**src/rtl/uart_param_duplex_pkg.sv**
```systemverilog
`default_nettype none
// ============================================================================
// Module      : uart_pkg
// Description : Shared constants, FSM encodings and parity helper for the UART.
// Revision    : 1.0 - initial release
// ============================================================================
package uart_pkg;

    localparam int PAR_NONE   = 0;
    localparam int PAR_EVEN   = 1;
    localparam int PAR_ODD    = 2;
    localparam int OVERSAMPLE = 16;

    typedef enum logic [2:0] {
        TX_IDLE   = 3'd0,
        TX_START  = 3'd1,
        TX_DATA   = 3'd2,
        TX_PARITY = 3'd3,
        TX_STOP   = 3'd4
    } tx_state_t;

    typedef enum logic [2:0] {
        RX_IDLE   = 3'd0,
        RX_START  = 3'd1,
        RX_DATA   = 3'd2,
        RX_PARITY = 3'd3,
        RX_STOP   = 3'd4
    } rx_state_t;

    // Parity bit to send (or expect) given the XOR of the data bits.
    function automatic logic parity_bit(input logic xor_in, input int mode);
        if (mode == PAR_EVEN)
            return xor_in;
        else if (mode == PAR_ODD)
            return ~xor_in;
        else
            return 1'b0;
    endfunction

endpackage
`default_nettype wire

```
**src/rtl/uart_param_duplex_if.sv**
```systemverilog
`default_nettype none
// ============================================================================
// Module      : uart_param_duplex_if
// Description : Serial pins, user datapath and status bundle of the UART.
// Revision    : 1.0 - initial release
// ============================================================================
interface uart_param_duplex_if #(
    parameter int WORD_LENGTH = 8,
    parameter int DIV_WIDTH   = 16
);
    logic [DIV_WIDTH-1:0]   baud_div;
    logic                   SerialDataIn;
    logic [WORD_LENGTH-1:0] DATATX;
    logic                   Transmit;
    logic                   Clear_RX_Flag;
    logic                   SerialDataOut;
    logic                   TX_BUSY;
    logic [WORD_LENGTH-1:0] DATARX;
    logic                   RX_FLAG;
    logic                   ParityError;
    logic                   FramingError;
    logic                   Overrun;

    modport master (
        output baud_div, SerialDataIn, DATATX, Transmit, Clear_RX_Flag,
        input  SerialDataOut, TX_BUSY, DATARX, RX_FLAG, ParityError, FramingError, Overrun
    );

    modport slave (
        input  baud_div, SerialDataIn, DATATX, Transmit, Clear_RX_Flag,
        output SerialDataOut, TX_BUSY, DATARX, RX_FLAG, ParityError, FramingError, Overrun
    );
endinterface
`default_nettype wire

```
**src/rtl/uart_param_duplex_baud_tick.sv**
```systemverilog
`default_nettype none
// ============================================================================
// Module      : uart_baud_tick
// Description : Free-running oversample tick, one pulse every baud_div+1 clks.
// Revision    : 1.0 - initial release
// ============================================================================
module uart_baud_tick #(
    parameter int DIV_WIDTH = 16
) (
    input  wire logic                 clk,
    input  wire logic                 reset,
    input  wire logic [DIV_WIDTH-1:0] i_baud_div,
    output logic                      o_tick
);
    logic [DIV_WIDTH-1:0] r_count;

    // The divisor is only looked at on reload, so a change never truncates a period.
    always_ff @(posedge clk or posedge reset) begin
        if (reset)
            r_count <= '0;
        else if (r_count == '0)
            r_count <= i_baud_div;
        else
            r_count <= r_count - 1'b1;
    end

    assign o_tick = (r_count == '0);
endmodule
`default_nettype wire

```
**src/rtl/uart_param_duplex.sv**
```systemverilog
`default_nettype none
// ============================================================================
// Module      : uart_param_duplex
// Description : Full-duplex UART with programmable baud tick, 16x RX sampling.
// Revision    : 1.0 - initial release
// ============================================================================
module uart_param_duplex
    import uart_pkg::*;
#(
    parameter int WORD_LENGTH = 8,
    parameter int PARITY_MODE = 1,
    parameter int STOP_BITS   = 1,
    parameter int DIV_WIDTH   = 16
) (
    input  wire logic clk,
    input  wire logic reset,
    uart_param_duplex_if.slave bus
);
    localparam logic [3:0] c_last_tick = 4'(OVERSAMPLE - 1);
    localparam logic [3:0] c_mid_tick  = 4'(OVERSAMPLE / 2 - 1);
    localparam logic [4:0] c_last_data = 5'(WORD_LENGTH - 1);
    localparam logic [4:0] c_last_stop = 5'(STOP_BITS - 1);

    logic w_tick;

    uart_baud_tick #(.DIV_WIDTH(DIV_WIDTH)) u_baud_tick (
        .clk        (clk),
        .reset      (reset),
        .i_baud_div (bus.baud_div),
        .o_tick     (w_tick)
    );

    // ------------------------------------------------------------------ TX
    tx_state_t              r_tx_state, w_tx_state_nxt;
    logic [3:0]             r_tx_tick, w_tx_tick_nxt;
    logic [4:0]             r_tx_bit, w_tx_bit_nxt;
    logic [WORD_LENGTH-1:0] r_tx_shift, w_tx_shift_nxt;
    logic                   r_tx_par, w_tx_par_nxt;
    logic                   r_sdo, w_sdo_nxt;
    logic                   r_busy, w_busy_nxt;
    logic                   r_transmit_q, r_transmit_qq;
    logic                   w_tx_rise, w_tx_bit_done;

    assign w_tx_rise     = r_transmit_q & ~r_transmit_qq;
    assign w_tx_bit_done = w_tick && (r_tx_tick == c_last_tick);

    always_comb begin
        w_tx_state_nxt = r_tx_state;
        w_tx_tick_nxt  = r_tx_tick;
        w_tx_bit_nxt   = r_tx_bit;
        w_tx_shift_nxt = r_tx_shift;
        w_tx_par_nxt   = r_tx_par;
        w_sdo_nxt      = r_sdo;
        w_busy_nxt     = r_busy;
        if (r_tx_state != TX_IDLE && w_tick)
            w_tx_tick_nxt = r_tx_tick + 1'b1;
        unique case (r_tx_state)
            TX_IDLE: begin
                // Requests arriving while busy never reach here, so they are dropped.
                if (w_tx_rise) begin
                    w_tx_state_nxt = TX_START;
                    w_tx_shift_nxt = bus.DATATX;
                    w_tx_par_nxt   = parity_bit(^bus.DATATX, PARITY_MODE);
                    w_tx_tick_nxt  = '0;
                    w_sdo_nxt      = 1'b0;
                    w_busy_nxt     = 1'b1;
                end
            end
            TX_START: begin
                if (w_tx_bit_done) begin
                    w_tx_state_nxt = TX_DATA;
                    w_tx_bit_nxt   = '0;
                    w_sdo_nxt      = r_tx_shift[0];
                end
            end
            TX_DATA: begin
                if (w_tx_bit_done) begin
                    if (r_tx_bit == c_last_data) begin
                        w_tx_bit_nxt = '0;
                        if (PARITY_MODE != PAR_NONE) begin
                            w_tx_state_nxt = TX_PARITY;
                            w_sdo_nxt      = r_tx_par;
                        end else begin
                            w_tx_state_nxt = TX_STOP;
                            w_sdo_nxt      = 1'b1;
                        end
                    end else begin
                        w_tx_bit_nxt   = r_tx_bit + 1'b1;
                        w_tx_shift_nxt = {1'b0, r_tx_shift[WORD_LENGTH-1:1]};
                        w_sdo_nxt      = r_tx_shift[1];
                    end
                end
            end
            TX_PARITY: begin
                if (w_tx_bit_done) begin
                    w_tx_state_nxt = TX_STOP;
                    w_tx_bit_nxt   = '0;
                    w_sdo_nxt      = 1'b1;
                end
            end
            TX_STOP: begin
                if (w_tx_bit_done) begin
                    if (r_tx_bit == c_last_stop) begin
                        w_tx_state_nxt = TX_IDLE;
                        w_busy_nxt     = 1'b0;
                    end else begin
                        w_tx_bit_nxt = r_tx_bit + 1'b1;
                    end
                end
            end
            default: w_tx_state_nxt = TX_IDLE;
        endcase
    end

    always_ff @(posedge clk or posedge reset) begin
        if (reset) begin
            r_tx_state    <= TX_IDLE;
            r_tx_tick     <= '0;
            r_tx_bit      <= '0;
            r_tx_shift    <= '0;
            r_tx_par      <= 1'b0;
            r_sdo         <= 1'b1;
            r_busy        <= 1'b0;
            r_transmit_q  <= 1'b0;
            r_transmit_qq <= 1'b0;
        end else begin
            r_tx_state    <= w_tx_state_nxt;
            r_tx_tick     <= w_tx_tick_nxt;
            r_tx_bit      <= w_tx_bit_nxt;
            r_tx_shift    <= w_tx_shift_nxt;
            r_tx_par      <= w_tx_par_nxt;
            r_sdo         <= w_sdo_nxt;
            r_busy        <= w_busy_nxt;
            r_transmit_q  <= bus.Transmit;
            r_transmit_qq <= r_transmit_q;
        end
    end

    // ------------------------------------------------------------------ RX
    rx_state_t              r_rx_state, w_rx_state_nxt;
    logic [3:0]             r_rx_tick, w_rx_tick_nxt;
    logic [4:0]             r_rx_bit, w_rx_bit_nxt;
    logic [WORD_LENGTH-1:0] r_rx_shift, w_rx_shift_nxt;
    logic                   r_rx_perr, w_rx_perr_nxt;
    logic                   r_rx_sync1, r_rx_sync2, r_rx_prev;
    logic [WORD_LENGTH-1:0] r_datarx, w_datarx_nxt;
    logic                   r_flag, w_flag_nxt;
    logic                   r_par_err, w_par_err_nxt;
    logic                   r_frm_err, w_frm_err_nxt;
    logic                   r_overrun, w_overrun_nxt;
    logic                   w_rx_fall, w_rx_sample;

    assign w_rx_fall   = r_rx_prev & ~r_rx_sync2;
    assign w_rx_sample = w_tick &&
                         (r_rx_tick == ((r_rx_state == RX_START) ? c_mid_tick : c_last_tick));

    always_comb begin
        w_rx_state_nxt = r_rx_state;
        w_rx_tick_nxt  = r_rx_tick;
        w_rx_bit_nxt   = r_rx_bit;
        w_rx_shift_nxt = r_rx_shift;
        w_rx_perr_nxt  = r_rx_perr;
        w_datarx_nxt   = r_datarx;
        w_flag_nxt     = r_flag;
        w_par_err_nxt  = r_par_err;
        w_frm_err_nxt  = r_frm_err;
        w_overrun_nxt  = r_overrun;
        if (bus.Clear_RX_Flag) begin
            w_flag_nxt    = 1'b0;
            w_par_err_nxt = 1'b0;
            w_frm_err_nxt = 1'b0;
            w_overrun_nxt = 1'b0;
        end
        if (r_rx_state != RX_IDLE && w_tick)
            w_rx_tick_nxt = r_rx_tick + 1'b1;
        unique case (r_rx_state)
            RX_IDLE: begin
                if (w_rx_fall) begin
                    w_rx_state_nxt = RX_START;
                    w_rx_tick_nxt  = '0;
                end
            end
            RX_START: begin
                if (w_rx_sample) begin
                    if (r_rx_sync2) begin
                        w_rx_state_nxt = RX_IDLE;
                    end else begin
                        w_rx_state_nxt = RX_DATA;
                        w_rx_tick_nxt  = '0;
                        w_rx_bit_nxt   = '0;
                        w_rx_perr_nxt  = 1'b0;
                    end
                end
            end
            RX_DATA: begin
                if (w_rx_sample) begin
                    w_rx_shift_nxt = {r_rx_sync2, r_rx_shift[WORD_LENGTH-1:1]};
                    if (r_rx_bit == c_last_data)
                        w_rx_state_nxt = (PARITY_MODE != PAR_NONE) ? RX_PARITY : RX_STOP;
                    else
                        w_rx_bit_nxt = r_rx_bit + 1'b1;
                end
            end
            RX_PARITY: begin
                if (w_rx_sample) begin
                    w_rx_state_nxt = RX_STOP;
                    w_rx_perr_nxt  = r_rx_sync2 != parity_bit(^r_rx_shift, PARITY_MODE);
                end
            end
            RX_STOP: begin
                // Completion overrides a coincident clear, but then Overrun is not raised.
                if (w_rx_sample) begin
                    w_rx_state_nxt = RX_IDLE;
                    w_datarx_nxt   = r_rx_shift;
                    w_par_err_nxt  = r_rx_perr;
                    w_frm_err_nxt  = ~r_rx_sync2;
                    w_overrun_nxt  = bus.Clear_RX_Flag ? 1'b0 : (r_overrun | r_flag);
                    w_flag_nxt     = 1'b1;
                end
            end
            default: w_rx_state_nxt = RX_IDLE;
        endcase
    end

    always_ff @(posedge clk or posedge reset) begin
        if (reset) begin
            r_rx_state <= RX_IDLE;
            r_rx_tick  <= '0;
            r_rx_bit   <= '0;
            r_rx_shift <= '0;
            r_rx_perr  <= 1'b0;
            r_rx_sync1 <= 1'b1;
            r_rx_sync2 <= 1'b1;
            r_rx_prev  <= 1'b1;
            r_datarx   <= '0;
            r_flag     <= 1'b0;
            r_par_err  <= 1'b0;
            r_frm_err  <= 1'b0;
            r_overrun  <= 1'b0;
        end else begin
            r_rx_state <= w_rx_state_nxt;
            r_rx_tick  <= w_rx_tick_nxt;
            r_rx_bit   <= w_rx_bit_nxt;
            r_rx_shift <= w_rx_shift_nxt;
            r_rx_perr  <= w_rx_perr_nxt;
            r_rx_sync1 <= bus.SerialDataIn;
            r_rx_sync2 <= r_rx_sync1;
            r_rx_prev  <= r_rx_sync2;
            r_datarx   <= w_datarx_nxt;
            r_flag     <= w_flag_nxt;
            r_par_err  <= w_par_err_nxt;
            r_frm_err  <= w_frm_err_nxt;
            r_overrun  <= w_overrun_nxt;
        end
    end

    assign bus.SerialDataOut = r_sdo;
    assign bus.TX_BUSY       = r_busy;
    assign bus.DATARX        = r_datarx;
    assign bus.RX_FLAG       = r_flag;
    assign bus.ParityError   = r_par_err;
    assign bus.FramingError  = r_frm_err;
    assign bus.Overrun       = r_overrun;
endmodule
`default_nettype wire

```
**src/flat_wrapper.sv**
```systemverilog
// flat-port wrapper written by rule: the top's interface ports become plain ports
module uart_param_duplex_flat import uart_pkg::*;
#(
    parameter int WORD_LENGTH = 8,
    parameter int PARITY_MODE = 1,
    parameter int STOP_BITS   = 1,
    parameter int DIV_WIDTH   = 16
)
  (clk, reset, bus_baud_div, bus_SerialDataIn, bus_DATATX, bus_Transmit, bus_Clear_RX_Flag, bus_SerialDataOut, bus_TX_BUSY, bus_DATARX, bus_RX_FLAG, bus_ParityError, bus_FramingError, bus_Overrun);
  uart_param_duplex_if #(.WORD_LENGTH(WORD_LENGTH), .DIV_WIDTH(DIV_WIDTH)) bus_i ();
  input  wire logic clk;
  input  wire logic reset;
  input wire logic [$bits(bus_i.baud_div)-1:0] bus_baud_div;
  input wire logic [$bits(bus_i.SerialDataIn)-1:0] bus_SerialDataIn;
  input wire logic [$bits(bus_i.DATATX)-1:0] bus_DATATX;
  input wire logic [$bits(bus_i.Transmit)-1:0] bus_Transmit;
  input wire logic [$bits(bus_i.Clear_RX_Flag)-1:0] bus_Clear_RX_Flag;
  output wire logic [$bits(bus_i.SerialDataOut)-1:0] bus_SerialDataOut;
  output wire logic [$bits(bus_i.TX_BUSY)-1:0] bus_TX_BUSY;
  output wire logic [$bits(bus_i.DATARX)-1:0] bus_DATARX;
  output wire logic [$bits(bus_i.RX_FLAG)-1:0] bus_RX_FLAG;
  output wire logic [$bits(bus_i.ParityError)-1:0] bus_ParityError;
  output wire logic [$bits(bus_i.FramingError)-1:0] bus_FramingError;
  output wire logic [$bits(bus_i.Overrun)-1:0] bus_Overrun;
  assign bus_i.baud_div = bus_baud_div;
  assign bus_i.SerialDataIn = bus_SerialDataIn;
  assign bus_i.DATATX = bus_DATATX;
  assign bus_i.Transmit = bus_Transmit;
  assign bus_i.Clear_RX_Flag = bus_Clear_RX_Flag;
  assign bus_SerialDataOut = bus_i.SerialDataOut;
  assign bus_TX_BUSY = bus_i.TX_BUSY;
  assign bus_DATARX = bus_i.DATARX;
  assign bus_RX_FLAG = bus_i.RX_FLAG;
  assign bus_ParityError = bus_i.ParityError;
  assign bus_FramingError = bus_i.FramingError;
  assign bus_Overrun = bus_i.Overrun;
  uart_param_duplex #(.WORD_LENGTH(WORD_LENGTH), .PARITY_MODE(PARITY_MODE), .STOP_BITS(STOP_BITS), .DIV_WIDTH(DIV_WIDTH)) u_core (.clk(clk), .reset(reset), .bus(bus_i));
endmodule
```
**config.mk**
```make
export PLATFORM = sky130hd
export DESIGN_NAME = uart_param_duplex_flat
export DESIGN_NICKNAME = d
export VERILOG_FILES = /design/src/rtl/uart_param_duplex_pkg.sv /design/src/rtl/uart_param_duplex_if.sv /design/src/rtl/uart_param_duplex_baud_tick.sv /design/src/rtl/uart_param_duplex.sv /design/src/flat_wrapper.sv
export SDC_FILE = /design/constraint.sdc
export NUM_CORES = 1
export LEC_CHECK = 0
export CORE_UTILIZATION = 40
export CTS_CLUSTER_SIZE = 25
export DETAILED_ROUTE_END_ITERATION = 8
export MAX_ROUTING_LAYER = met4
export PLACE_DENSITY_LB_ADDON = 0.1
export SYNTH_ARGS = -nofsm -noshare
export SYNTH_HDL_FRONTEND = slang
export SYNTH_SLANG_ARGS = --single-unit
```
**constraint.sdc**
```tcl
create_clock -name clk -period 2.6 [get_ports clk]
set_clock_uncertainty 0.05 [all_clocks]
set_input_delay 0.52 -clock clk [delete_from_list [all_inputs] [get_ports clk]]
set_output_delay 0.52 -clock clk [all_outputs]
set_load 0.02 [all_outputs]
```
; ---- Yosys cells after proc, flatten, opt, wreduce, memory -nomap -nowiden
; Index checks and enable logic that the tools add are counted.
[totals]
register_bits = 77
latchBits = 0
ram_bits = 0
romBits = 0
inputBits = 29
output_inout_bits = 14
word_cells = 164
n_memories = 0
[classes]
add_sub_neg = 5
n_mul = 0
div = 0
order_cmp = 0
eq_ne = 31
n_shift = 0
muxes = 70
bitwise = 5
reduce_logical = 30
[op_table]
columns = cell, count
row1 = $mux W5, 9
row2 = $mux W3, 13
row3 = $mux W4, 8
row4 = $pmux W3 S5, 2
row5 = $ne A2 B1 Y1 const B, 14
row6 = $mux W1, 26
row7 = $mux W8, 3
row8 = $logic_not A16 Y1, 1
row9 = $mux W16, 1
row10 = $pmux W8 S2, 1
row11 = $reduce_xor A8 Y1, 2
row12 = $sub A16 B1 Y16 const B, 1
row13 = $pmux W5 S3, 1
row14 = $reduce_and A5 Y1, 3
row15 = $eq A3 B2 Y1 const B, 4
row16 = $reduce_and A4 Y1, 3
row17 = $add A5 B1 Y5 const B, 2
row18 = $eq A5 B3 Y1 const B, 2
row19 = $pmux W5 S2, 1
row20 = $reduce_bool A3 Y1, 3
row21 = $add A4 B1 Y4 const B, 2
row22 = $ne A2 B2 Y1 const B, 4
row23 = $pmux W4 S2, 1
row24 = $reduce_bool A2 Y1, 4
row25 = 19 further kinds, 30

; ---- Longest topological paths before layout
[depth]
ltp_word = 9
ltp_mapped = 8
depth_no_buf = 7

; ---- Hierarchy
; A second synthesis with hierarchy kept.
[hier_totals]
cells_unflattened = 369
hier_area_um2 = 4003.8
[by_module_without_submodules]
columns = module, n_inst, cells_per_inst, area_each_um2, seq_area_each_um2
row1 = uart_param_duplex, 1, 273, 3128.0, 1531.5
row2 = uart_baud_tick, 1, 96, 875.8, 400.4

; ---- Worst setup path before layout
; OpenSTA, ideal clock, no wires.
[synth_timing]
kind = register to register
start = register u_core.u_baud_tick.r_count[0]
end = register u_core.r_rx_tick[0]
setup_time_ps = 133
arrival_ps = 2488
required_time_ps = 2417
slack_ps = -71
path_stages_with_launch = 8
path_buffers = 0
period_less_slack_ps = 2671
cell_sequence = dfrtp_1 inv_1 ha_1 or2b_2 or4b_4 or4_4 a2111oi_4 nor2_1
[synth_between]
elab_chain_len = 6
elab_cells_between_ends = 8
cone_classes = mux (5) / reduce/logical (3)
[synth_lines]
columns = element, line
row1 = "start, declared", uart_param_duplex_baud_tick.sv:15  ; logic [DIV_WIDTH-1:0] r_count;
row2 = "start signal, assigned", uart_param_duplex_baud_tick.sv:22  ; r_count <= i_baud_div;
row3 = "start signal, assigned", uart_param_duplex_baud_tick.sv:24  ; r_count <= r_count - 1'b1;
row4 = $logic_not A16 Y1 *, uart_param_duplex_baud_tick.sv:27  ; assign o_tick = (r_count == '0);
row5 = $logic_and A1 B1 Y1, uart_param_duplex.sv:174  ; if (r_rx_state != RX_IDLE && w_tick)
row6 = $mux W4, uart_param_duplex.sv:174
row7 = $mux W4, uart_param_duplex.sv:185  ; if (r_rx_sync2) begin
row8 = $mux W4, uart_param_duplex.sv:184  ; if (w_rx_sample) begin
row9 = $pmux W4 S2 *, uart_param_duplex.sv:176  ; unique case (r_rx_state)
row10 = via u_core.w_rx_tick_nxt[0], uart_param_duplex.sv:141  ; logic [3:0] r_rx_tick, w_rx_tick_nxt;
row11 = "end signal, assigned", uart_param_duplex.sv:242  ; r_rx_tick <= w_rx_tick_nxt;
row12 = "end, declared", uart_param_duplex.sv:141
; The timed path passes the listed nets; every way through them passes the cells marked *.
; A chain may end at the register's enable or synchronous reset.

; ---- Worst setup path after layout
[layout_timing]
start = register u_core.u_baud_tick.r_count[0]
end = register u_core.r_rx_tick[2]
; The elaborated chain is that of the path after synthesis.

==> impl_summary.log <==
[metrics] status: complete, no violations
[metrics] number of enable flip-flop cells after synthesis: 0
[metrics] met3 WL: 174 µm
[metrics] number of sinks driven by the clock tree: 77
[metrics] row cnt: 35
[metrics] Critical Path AT: 2.70 ns
[metrics] number of nets at the end of the flow: 480
[metrics] RSZ-0062 raised after global routing: true
[metrics] combined area of the multi-input logic cells: roughly 0.0019 mm²
[metrics] maximum capacitance violations: 0
[metrics] peak clock frequency supported by timing: roughly 400 MHz
[metrics] pwr dens: around 540 mW/mm²
[metrics] r2r endpoint: u_core.r_rx_tick[2]
[metrics] placed wire-length estimate after detailed placement: 5620 µm
[metrics] met1 wire length: 3840 µm
[metrics] Post-Syn Instances: 375
[metrics] measured slew at the worst slew-check pin: 0.562 ns
[metrics] top layer in use: met4
[metrics] CP Buf/Inv Count: 1
[metrics] worst hold path cell count: 0
[metrics] startpoint kind of the worst setup timing path: flip-flop
[metrics] most common cell after layout, fill and taps aside: sky130_fd_sc_hd__dfrtp_1
[metrics] Num CTS Buffers: 9
[metrics] share of the clock period used by the worst path after layout: 97.3%
[metrics] insertion delay to the later sink of the worst-skew pair: approximately 0.35 ns
[metrics] post-route DRC violation count: 0
[metrics] chip height: between 100 and 150 µm
[metrics] class of the tightest hold or removal check: flip-flop to flip-flop
[metrics] most used flip-flop cell after synthesis: sky130_fd_sc_hd__dfrtp_1
[metrics] Relative slew margins: 62.0%
[metrics] number of warning messages in the yosys log: 0
[metrics] library cell contributing the largest single delay on the critical path: sky130_fd_sc_hd__or4b_4
[metrics] via count of the first global-routing pass: just over 3000
[metrics] final RePlAce weighted congestion: roughly 0.80
[metrics] floorplan die width: roughly 100 µm
[metrics] Max rail drop VDD: between 0.0003 and 0.0004 V
[metrics] family of cells with the greatest summed delay on the critical path: simple AND/OR/NAND/NOR gates
[metrics] die area: around 0.010 mm²
[metrics] number of iterations in the first detailed-routing pass: 6
[metrics] detailed-route wire length per cell: 13.7 µm
[metrics] placeable core region: 0.00942 mm²
[metrics] max-slew violations: 0
[metrics] Hold Crit Endpoint: u_core.r_rx_sync2
[metrics] clock-pin slew of the registers on the worst-case setup and hold paths: 0.10 ns
[metrics] share of synthesized registers carrying an async set or reset: 100%
[metrics] number of resized instances in the post-cts repair step: 0
[metrics] overall overflow remaining after global route: 0
[metrics] Data required, critical path: 2.77 ns
[metrics] Detailed Route Iter0 Violations: 90
[metrics] clock tree from TritonCTS: done
[metrics] Layout Area Growth over Synthesis: 24.1%
[metrics] fraction of final layout cells sized beyond drive strength 1: 18.7%
[metrics] largest net degree at the start of global routing: 66
[metrics] wire length of the first global-routing pass: 14000 µm
[metrics] standby leakage power: 2.12 nW
[metrics] number of distinct library cell variants in the gate-level netlist after synthesis: 60
[metrics] synthesized flop and latch total: 77
[metrics] CTS Root Buffer Type: sky130_fd_sc_hd__clkbuf_8
[metrics] Filler Cells Inserted: between 800 and 900
[metrics] number of top-level pins: 43
[metrics] antenna violations before repair: 0
[metrics] max incr delay on CP: 0.55 ns
[metrics] remaining antenna violation count after routing: 0
[metrics] Avg Synthesized Cell Area: roughly 11 µm²
[metrics] final hold viol count: 0
[metrics] Worst Reg-to-Reg Cells: 7
[metrics] highest-count cells in the layout ignoring fill and taps: 73 x sky130_fd_sc_hd__dfrtp_1, 42 x sky130_fd_sc_hd__clkdlybuf4s50_1, 30 x sky130_fd_sc_hd__nor2_1
[metrics] met2 layer wire length in the routed design: 3820 µm
[metrics] Hold Startpoint: u_core.r_rx_sync1
[metrics] Via Count: 3008
[metrics] minimum setup slack among reg-to-reg paths: roughly 0.07 ns
[metrics] largest fanout of any net on the critical path: 4
[metrics] number of standard cells in the final layout excluding fillers: 579
[metrics] launching point of the worst reg2reg path: u_core.u_baud_tick.r_count[0]
[metrics] category of the critical setup timing path: flip-flop to flip-flop
[metrics] sequential cell area fraction in the yosys report: between 40 and 50%
[metrics] post-layout minimum cycle time: 2.53 ns
[metrics] cell breakdown of the critical path: inv_1, ha_1, or2b_4, or4b_4, or4_4, a2111oi_4, nor2_1
[metrics] kind of end point of the critical path: flip-flop
[metrics] IO Port Bufs: 42
[metrics] H-tree Lvls: 3
[metrics] All-Layer GR Usage: about 18%
[metrics] post-route cell area: about 0.0049 mm²
[metrics] final count of negative-setup-slack endpoints: 0
[metrics] power consumption: 0.00263 W
[metrics] cell count after placement: 560
[metrics] register area: 0.00193 mm²
[metrics] post-synth net total: 410
[metrics] number of vias per cell after detailed routing: just over 5
[metrics] post-synth design cell area: 0.00394 mm²
[metrics] detailed-route wire length: approximately 8000 µm
[metrics] Post-DP Area: between 0.004 and 0.005 mm²
[metrics] initial standard-cell utilization of the core: 41.9%
[metrics] final antenna diode count: 0
[metrics] worst-case clock buffer depth: 2
## layer usage
metal	vias to the layer above	global-route usage [%]
met5	-	-
met4	0	6.58
met3	10	2.55
met2	44	27.6
met1	1465	23.6
li1	1489	-
## registers in the layout, summed over array words and instances, names as in the netlist, 3 cells and up
| name | flops |
|---|---|
| u_core.bus.DATARX | 8 |
| u_core.r_rx_bit | 5 |
| u_core.r_rx_shift | 8 |
| u_core.r_rx_state | 3 |
| u_core.r_rx_tick | 4 |
| u_core.r_tx_bit | 5 |
| u_core.r_tx_shift | 8 |
| u_core.r_tx_state | 3 |
| u_core.r_tx_tick | 4 |
| u_core.u_baud_tick.r_count | 16 |
## cell usage after synthesis, drive strengths merged, types with 8 or more instances
cell / n / area (µm²)
clkbuf: 10 / 38.8
nor2: 30 / 113
a21oi: 10 / 50.1
xnor2: 26 / 228
nor3: 14 / 80.1
nand3: 15 / 80.1
o22ai: 8 / 50.1
nand2b: 8 / 50.1
mux2: 19 / 244
inv: 13 / 48.8
dfrtp: 73 / 1830
o21ai: 25 / 125
nand2: 23 / 86.3
## how the worst max path moves through the flow
stage,from,depth (start not counted),slack [ns],end
finish,u_core.u_baud_tick.r_count[0],7,0.07,u_core.r_rx_tick[2]
global route,u_core.u_baud_tick.r_count[0],7,-0.04,u_core.r_rx_tick[3]
CTS,u_core.u_baud_tick.r_count[0],7,0.0006,u_core.r_rx_tick[2]
detailed placement,u_core.u_baud_tick.r_count[0],7,0.005,u_core.r_rx_tick[3]
global placement,u_core.u_baud_tick.r_count[0],7,0.04,u_core.r_rx_tick[2]
floorplan,u_core.u_baud_tick.r_count[0],7,0.03,u_core.r_rx_tick[0]
## cell families (layout without fill, tap and decap cells)
group	count (synthesis)	after routing	share of synthesized area (%)
and+or+nand+nor	135	135	19.2
AOI/OAI and AO/OA	79	79	13.5
DFF	77	77	49.0
xor gates and xnor gates	29	29	6.44
buffers and inverters	26	101	2.76
muxes	23	23	7.20
adders and majority gates	6	6	1.90
## cell type report
type,count,share of cell area (%)
Timing Repair Buffer,72,13.4
Multi-Input combinational cell,272,38.9
Tap cell,129,3.30
Clock buffer,9,2.53
Clock inverter,7,1.30
Inverter,13,0.997
Sequential cell,77,39.5
## metrics by stage
stage / TNS [ns] / worst slack (ns) / hold WS, ns / utilization [%]
2_1_floorplan: 0 / 0.0302 / 0.295 / -
3_3_place_gp: 0 / 0.0412 / 0.297 / 49.7
3_5_place_dp: 0 / 0.00457 / 0.297 / 49.7
4_1_cts: 0 / 0.000574 / 0.312 / 51.7
5_1_grt: -0.116 / -0.0386 / 0.322 / 52.0
6_report: 0 / 0.0699 / 0.311 / 52.0
## report_power, final
part           total (W)  switching [W]  internal [W]
sequential       0.00139      0.0000860       0.00130
combinational   0.000362       0.000154      0.000208
clock           0.000878       0.000508      0.000370
total            0.00263       0.000747       0.00188
## timing repair
action	in CTS	in global routing
hold buffers	0	0
setup buffers	0	3
setup endpoints to repair	0	5
No activity file was read; power rests on OpenSTA's default activity.
